[config.mk]
export PLATFORM = sky130hd
export DESIGN_NAME = alu_op_sched
export DESIGN_NICKNAME = d
export VERILOG_FILES = /design/src/rtl/alu_op_sched.sv
export SDC_FILE = /design/constraint.sdc
export NUM_CORES = 1
export LEC_CHECK = 0
export CAP_MARGIN = 20
export CORE_MARGIN = 4
export CORE_UTILIZATION = 45
export DETAILED_ROUTE_END_ITERATION = 6
export PLACE_DENSITY_LB_ADDON = 0.2
export RECOVER_POWER = 100
export SKIP_LAST_GASP = 1
export SYNTH_ARGS = -nofsm -noshare
export SYNTH_HDL_FRONTEND = slang
export SYNTH_SLANG_ARGS = --single-unit
[constraint.sdc]
create_clock -name clk -period 3 [get_ports clk]
set_input_delay 0.6 -clock clk [delete_from_list [all_inputs] [get_ports clk]]
set_output_delay 0.6 -clock clk [all_outputs]
set_load 0.005 [all_outputs]
[src/rtl/alu_op_sched.sv]
// One-at-a-time operation scheduler: ADD/SUB computed locally, MUL dispatched to an
// external multiplier with a stale-done guard window and a bounded wait.
module alu_op_sched #(
    parameter int MUL_GUARD   = 2,
    parameter int MUL_TIMEOUT = 31
) (
    input  logic        clk,
    input  logic        n_rst,
    input  logic        op_valid,
    output logic        op_ready,
    input  logic [1:0]  op_code,
    input  logic [15:0] op_a,
    input  logic [15:0] op_b,
    output logic        mul_start,
    output logic [15:0] mul_a,
    output logic [15:0] mul_b,
    input  logic        mul_done,
    input  logic [31:0] mul_result,
    output logic        res_valid,
    input  logic        res_ready,
    output logic [31:0] res_data,
    output logic        res_err
);

    localparam int GW = (MUL_GUARD < 2) ? 1 : $clog2(MUL_GUARD + 1);
    localparam logic [4:0] TMO_LAST = 5'(MUL_TIMEOUT - 1);

    typedef enum logic [1:0] {IDLE, LAUNCH, WAIT_MUL, OUT} state_t;

    state_t        state_q, state_d;
    logic [15:0]   mul_a_q, mul_a_d;
    logic [15:0]   mul_b_q, mul_b_d;
    logic [31:0]   res_data_q, res_data_d;
    logic          res_err_q, res_err_d;
    logic [GW-1:0] guard_q, guard_d;
    logic [4:0]    tmo_q, tmo_d;

    logic [31:0] a_ext, b_ext;
    logic        guard_over;

    assign a_ext      = {{16{op_a[15]}}, op_a};
    assign b_ext      = {{16{op_b[15]}}, op_b};
    assign guard_over = (guard_q == '0);

    // NOTE: sequential state uses non-blocking assignments so every flop samples pre-edge values.
    always_ff @(posedge clk or negedge n_rst) begin
        if (!n_rst) begin
            state_q    <= IDLE;
            mul_a_q    <= '0;
            mul_b_q    <= '0;
            res_data_q <= '0;
            res_err_q  <= 1'b0;
            guard_q    <= '0;
            tmo_q      <= '0;
        end else begin
            state_q    <= state_d;
            mul_a_q    <= mul_a_d;
            mul_b_q    <= mul_b_d;
            res_data_q <= res_data_d;
            res_err_q  <= res_err_d;
            guard_q    <= guard_d;
            tmo_q      <= tmo_d;
        end
    end

    // NOTE: every always_comb output gets a default first so no path infers a latch.
    always_comb begin
        state_d = state_q;
        unique case (state_q)
            IDLE:     if (op_valid) state_d = (op_code == 2'b10) ? LAUNCH : OUT;
            LAUNCH:   state_d = WAIT_MUL;
            WAIT_MUL: if (guard_over && (mul_done || tmo_q == TMO_LAST)) state_d = OUT;
            OUT:      if (res_ready) state_d = IDLE;
            default:  state_d = IDLE;
        endcase
    end

    always_comb begin
        mul_a_d    = mul_a_q;
        mul_b_d    = mul_b_q;
        res_data_d = res_data_q;
        res_err_d  = res_err_q;
        guard_d    = guard_q;
        tmo_d      = tmo_q;
        unique case (state_q)
            IDLE: begin
                if (op_valid) begin
                    unique case (op_code)
                        2'b00: begin res_data_d = a_ext + b_ext; res_err_d = 1'b0; end
                        2'b01: begin res_data_d = a_ext - b_ext; res_err_d = 1'b0; end
                        2'b10: begin mul_a_d = op_a; mul_b_d = op_b; end
                        default: begin res_data_d = '0; res_err_d = 1'b1; end
                    endcase
                end
            end
            LAUNCH: begin
                guard_d = GW'(MUL_GUARD);
                tmo_d   = '0;
            end
            WAIT_MUL: begin
                // The multiplier's done level from the previous product may linger just after start.
                if (!guard_over) begin
                    guard_d = guard_q - 1'b1;
                end else if (mul_done) begin
                    res_data_d = mul_result;
                    res_err_d  = 1'b0;
                end else if (tmo_q == TMO_LAST) begin
                    res_data_d = '0;
                    res_err_d  = 1'b1;
                end else begin
                    tmo_d = tmo_q + 1'b1;
                end
            end
            default: ;
        endcase
    end

    always_comb begin
        op_ready  = (state_q == IDLE);
        mul_start = (state_q == LAUNCH);
        res_valid = (state_q == OUT);
    end

    assign mul_a    = mul_a_q;
    assign mul_b    = mul_b_q;
    assign res_data = res_data_q;
    assign res_err  = res_err_q;

endmodule
**Yosys cells after proc, flatten, opt, wreduce, memory -nomap -nowiden**

Cells that the tools add are included.

- Flip-flop bits (word level): 74
- Input port bits: 71
- Word-level logic and storage cells: 62
- Output and inout bits: 68

- Equal/unequal tests: 15
- Muxes and demuxes: 23
- Add/sub/neg operators: 4
- Reductions and logical operators: 13

Operator list:

| cell | count |
|---|---|
| 32-bit 2-to-1 mux | 4 |
| 32-bit case mux with 3 select lines | 1 |
| 32-bit case mux with 2 select lines | 1 |
| 16-bit by 16-bit adder with 17-bit output | 1 |
| 16-bit by 16-bit subtractor with 17-bit output | 1 |
| 5-bit 2-to-1 mux | 3 |
| 2-bit != test (second input constant) | 7 |
| 2-bit 2-to-1 mux | 5 |
| 5-bit case mux with 2 select lines | 1 |
| 2-bit case mux with 4 select lines | 1 |
| 2-bit equality test (second input constant) | 3 |
| 2-bit zero test | 3 |
| 3-bit AND reduction | 2 |
| 5-bit by 1-bit adder with 5-bit output (second input constant) | 1 |
| 5-bit equality test (second input constant) | 1 |
| 5-bit AND reduction | 1 |
| 2-bit by 1-bit equality test with 1-bit output (second input constant) | 2 |
| 1-bit 2-to-1 mux | 4 |
| 1-bit case mux with 2 select lines | 2 |
| 2-bit case mux with 2 select lines | 1 |
| 4-bit AND reduction | 1 |
| 2-bit nonzero test | 2 |
| 3-bit != test (second input constant) | 1 |
| 2-bit by 1-bit != test with 1-bit output (second input constant) | 1 |
| other kinds (5) | 5 |

**Longest topological paths before layout**

- Depth in word-level cells: 5
- Gate-level depth with buffers: 15
- Depth with buffers taken out: 13

**Worst setup path after synthesis**

Ideal clock, no wire load.

- Path type: input -> register
- Start point: input port op_b[4]
- End point: register res_data_q[21] (netlist: res_data[21])
- Stages: 15
- Path slack: -0.471 ns
- Arrival time: 3.327 ns
- Path buffers: 2
- Setup time: 0.144 ns
- Data required time: 2.856 ns
- Cell sequence: nor4_4 nand2_1 nor2_1 nor4b_2 a21oi_1 xnor2_1 ha_1 clkbuf_1 a21o_1 a21o_1 a21oi_1 o211ai_4 xnor2_2 buf_6 o22ai_2

- Word-level cells in the longest chain between the ends: 4
- Elaborated cells on any way between the ends: 5
- Those cells by class: add/sub: 2; mux: 3

RTL lines:

| what | line | source |
|---|---|---|
| start, declared | 13 | `input logic [15:0] op_b,` |
| 16-bit by 16-bit subtractor with 17-bit output / 16-bit by 16-bit adder with 17-bit output (equally long branches) | 90, 89 |  |
| 32-bit case mux with 3 select lines * | 88 | `unique case (op_code)` |
| 32-bit 2-to-1 mux * | 87 | `if (op_valid) begin` |
| 32-bit case mux with 2 select lines * | 85 | `unique case (state_q)` |
| end signal, assigned | 59 | `res_data_q <= res_data_d;` |
| end, declared | 33 | `logic [31:0] res_data_q, res_data_d;` |

Mark *: on every way between the ends. The rest lies on a longest branch, timed or not. The select of a mux whose other input is x is not followed.
A chain may end at the register's enable or synchronous reset.

**Worst setup path in the final report**

- Start point: input port op_b[5]
- End point: register res_data_q[31] (netlist: res_data[31])

The elaborated chain is that of the path after synthesis.

==> out/qor_table.md <==
| Quantity | Reported |
| --- | --- |
| Post-detailed-routing wire length | 13010 µm |
| Number of maximum-capacitance violations | 1 |
| Maximum clock frequency | 325.3 MHz |
| Setup-failing EPs final | 17 |
| Number of DRC markers in iteration 0 | 130 |
| Slack of the worst reg-to-reg path | 0.53 ns |
| Worst-path fanout max | 8 |
| Highest-utilization routing layer at the global route stage | met2 |
| VDD IR max | 0.4337 mV |
| Design area | 7009 µm² |
| Number of buffers inserted during clock tree synthesis | 9 |
| Pwr Density | 829.1 nW/µm² |
| Number of hold-repair buffers added at the cts stage | 0 |
| GR Layer Usage met2 | 39.68% |
| Deepest level of the CTS H-tree | 3 |
| Syn Std Cell Area | 4433 µm² |
| Data arrival time of the worst path | 3.30 ns |
| Crit path kind | input port to flop |
| Post-route DRC violation count | 0 |
| Portion of the clock cycle consumed by the worst path in the final layout | 102.5% |
| Sw power | 2.138 mW |
| Global-route congestion overflow total | 0 |
| Worst slew pin tran | 1.847 ns |
| Sequential share of the synthesized area | 41.77% |
| Switching power as a share of total power | 36.79% |
| Overall routing resource usage | 22.88% |
| Layout cell share with drive strength beyond 1 | 25.04% |
| Clock-pin slew on the worst setup and hold paths | 0.08 ns |
| Maximum root-to-sink buffer count | 2 |
| Final hold violation count | 0 |
| Total number of vias | 4207 |
| Final weighted congestion of routability-driven global placement | 0.8240 |
| Maximum number of pins on one net before global-route repair | 75 |
| Number of diodes added for antenna fixing | 0 |
| Skew final | 0.009109 ns |
| I/O pin total | 139 |
| Antenna viol nets, final | 0 |
| Cell at the root of the clock tree | clkbuf_8 |
| Hold Path Class | flop to flop |
| Synthesized Nets | 552 |
| Final net count | 767 |
| Count of flip-flops with a built-in enable after synthesis | 0 |
| Synth async-reset ratio | 100.0% |
| Average cell area after synthesis | 9.721 µm² |
| Number of pins with negative max-slew slack in the final report | 75 |
| Leading register cell type out of synthesis | dfrtp_1 |
| Horizontal die dimension | 107.3 µm |
| Clock tree from TritonCTS | yes |
| Cell area reported after detailed placement | 6482 µm² |
| Wire length of the first global-routing pass | 21170 µm |
| Result of the run | complete, but fails checks |
| Post-synthesis sequential element count | 74 |
| Drt wl/cell | 16.18 µm |
| Vias in the first global route | 4395 |
| Die outline height | 107.3 µm |
| Final std cells w/o fill | 804 |
| LEAKAGE | 3.171 nW |
| Number of antenna violations at the first check in global routing | 0 |
| Num rows | 35 |
| Global-route track usage on met1 | 28.67% |
| Sort of element at the end of the critical path | flop |
| Die Outline Area | 11500 µm² |
| CP required | 3.23 ns |
| Relative contribution of sequential cells to total power | 29.7% |
| Core region area | 9415 µm² |
| TritonCTS Sinks | 74 |
| Count of cell types in the netlist | 56 |
| Area used by sequential logic in the layout | 1852 µm² |
| Post-layout worst setup margin | -0.07416 ns |
| Iteration count of the initial detailed-routing pass | 7 |
| Placed wire-length estimate | 9695 µm |
| Setup repair after global routing missed its margin | true |
| Cell total after placement | 773 |
| Clock latency on the worst-skew pair | 0.35 ns |
| Proportion of power drawn by the clock network | 14.9% |
| Met3 layer usage reported by global route | 5.159% |
| Count of warnings emitted by yosys | 0 |
| Count of buffers inserted at the top-level ports | 138 |
| Minimum period implied by the final worst setup slack | 3.074 ns |
| Worst slew margin relative to its limit | -23.14% |
| Combined area of the multi-input logic cells | 2638 µm² |
| Violations in the final reports | capacitance limit, slew limit, setup timing |
| Startpoint class of the critical path | input port |
| Post-synthesis instance total | 456 |
| Initial Utilization | 47.08% |
| Area delta synth->final | 58.11% |
| Tot Pwr | 5.812 mW |
| Logic gate share of total power | 55.4% |
| Worst slack at placement | -0.7826 ns |
| Filler cell count | 674 |
| Internal power summed over all cells | 3.674 mW |
| Number of vias per cell after detailed routing | 5.233 |
==> what timing repair did <==
action	4_1_cts	5_1_grt
endpoints found under the hold margin	0	0
gates resized for setup	51	25
setup endpoints to repair	22	26
gates cloned	1	0
buffers inserted	9	6
pin swaps	22	16
==> worst paths after layout <==
path | start | to | cells after the start
max in group asynchronous | n_rst | mul_b[5] | 1
worst max register to register | state_q[0] | res_data[1] | 6
min in group asynchronous | n_rst | guard_q[0] | 1
worst max-delay path | op_b[5] | res_data[31] | 16
worst min-delay path | mul_a[1] | mul_a[1] | 2
worst min register to register | mul_a[1] | mul_a[1] | 2
==> Yosys cell counts (4+ instances only) <==
library cell | n | area share, %
a221oi_1 | 6 | 1.2
nor2_1 | 51 | 4.3
dfrtp_1 | 74 | 42
nor2b_1 | 5 | 0.71
mux2_2 | 15 | 3.8
o21ai_0 | 18 | 2.0
o22ai_1 | 7 | 0.99
nand3_1 | 6 | 0.68
o211ai_1 | 4 | 0.68
inv_1 | 15 | 1.3
nor3_1 | 8 | 0.90
nand2_1 | 29 | 2.5
o22ai_2 | 10 | 2.8
ha_1 | 24 | 6.8
clkbuf_1 | 23 | 1.9
a21oi_1 | 46 | 5.2
o21a_1 | 5 | 0.85
xor2_1 | 8 | 1.6
o31ai_1 | 7 | 1.2
and3_1 | 6 | 0.85
a21o_1 | 6 | 1.0
o21ai_1 | 10 | 1.1
xnor2_1 | 15 | 3.0
nand2b_1 | 8 | 1.1
mux2_1 | 14 | 3.6
==> placed cells by master (no fill, tap or decap), types with 18 or more instances in the layout <==
master,n
dlygate4sd3_1,68
o21ai_0,18
a21oi_1,39
nor2_1,47
clkdlybuf4s50_1,58
nand2_1,27
buf_4,81
ha_1,23
dfrtp_1,74
==> worst max-delay path: stages <==
cell and delay (ns):
buf_8 0.10, nor4_4 0.30, nand2_2 0.12, nor2_4 0.10, nor4b_4 0.19, buf_4 0.18
buf_4 0.11, a21oi_2 0.04, xnor2_1 0.12, ha_1 0.35, and3_4 0.20, nand4_1 0.15
o211ai_4 0.25, xnor2_4 0.18, clkbuf_16 0.21, o22ai_2 0.08
==> area by class of cell <==
cell class	instances	share of cell area, %
Tap cell	129	2.303
Sequential cell	74	26.42
Clock buffer	11	2.017
Timing Repair Buffer	228	29.74
Clock inverter	4	1.089
Multi-Input combinational cell	343	37.63
Inverter	15	0.8033
==> power groups by stage <==
stage / clock network [mW] / registers [mW] / logic, mW
final: 0.865 / 1.73 / 3.22
after global routing: 0.922 / 1.80 / 3.54
after CTS: 0.883 / 1.75 / 3.34
after detailed placement: 0 / 1.77 / 3.23
after global placement: 0 / 1.74 / 3.12
after floorplan: 0 / 1.77 / 1.59
==> cell families (layout without fill, tap and decap cells) <==
logic type / Yosys count / after routing / share of synthesized area (%)
mux: 30 / 30 / 7.592
simple gates: 128 / 128 / 14.06
fa+ha+maj: 25 / 25 / 7.226
buf+inv: 39 / 258 / 3.471
compound gates: 135 / 135 / 20.60
xor+xnor: 25 / 25 / 5.278
flops: 74 / 74 / 41.77
==> routing by layer <==
layer	vias up	wire (µm)	share of wire (%)
li1	2070	-	-
met3	15	855	6.6
met5	-	0	0
met1	1999	5522	42
met4	0	136	1.0
met2	123	6493	50
==> registers in the layout, summed over array words and instances, names as in the netlist <==
register	flops
guard_q	2
tmo_q	5
mul_a	16
state_q	2
mul_b	16
res_err	1
res_data	32
==> metrics by stage <==
step,utilization [%],TNS (ns),hold slack [ns]
2_1_floorplan,-,-3.119,0.3044
3_3_place_gp,68.85,-15.29,0.4681
3_5_place_dp,68.85,-17.35,0.4733
4_1_cts,73.26,-0.9862,0.4246
5_1_grt,74.45,-3.196,0.5067
6_report,74.45,-0.9186,0.4842
Power figures use the tool's default switching activity.
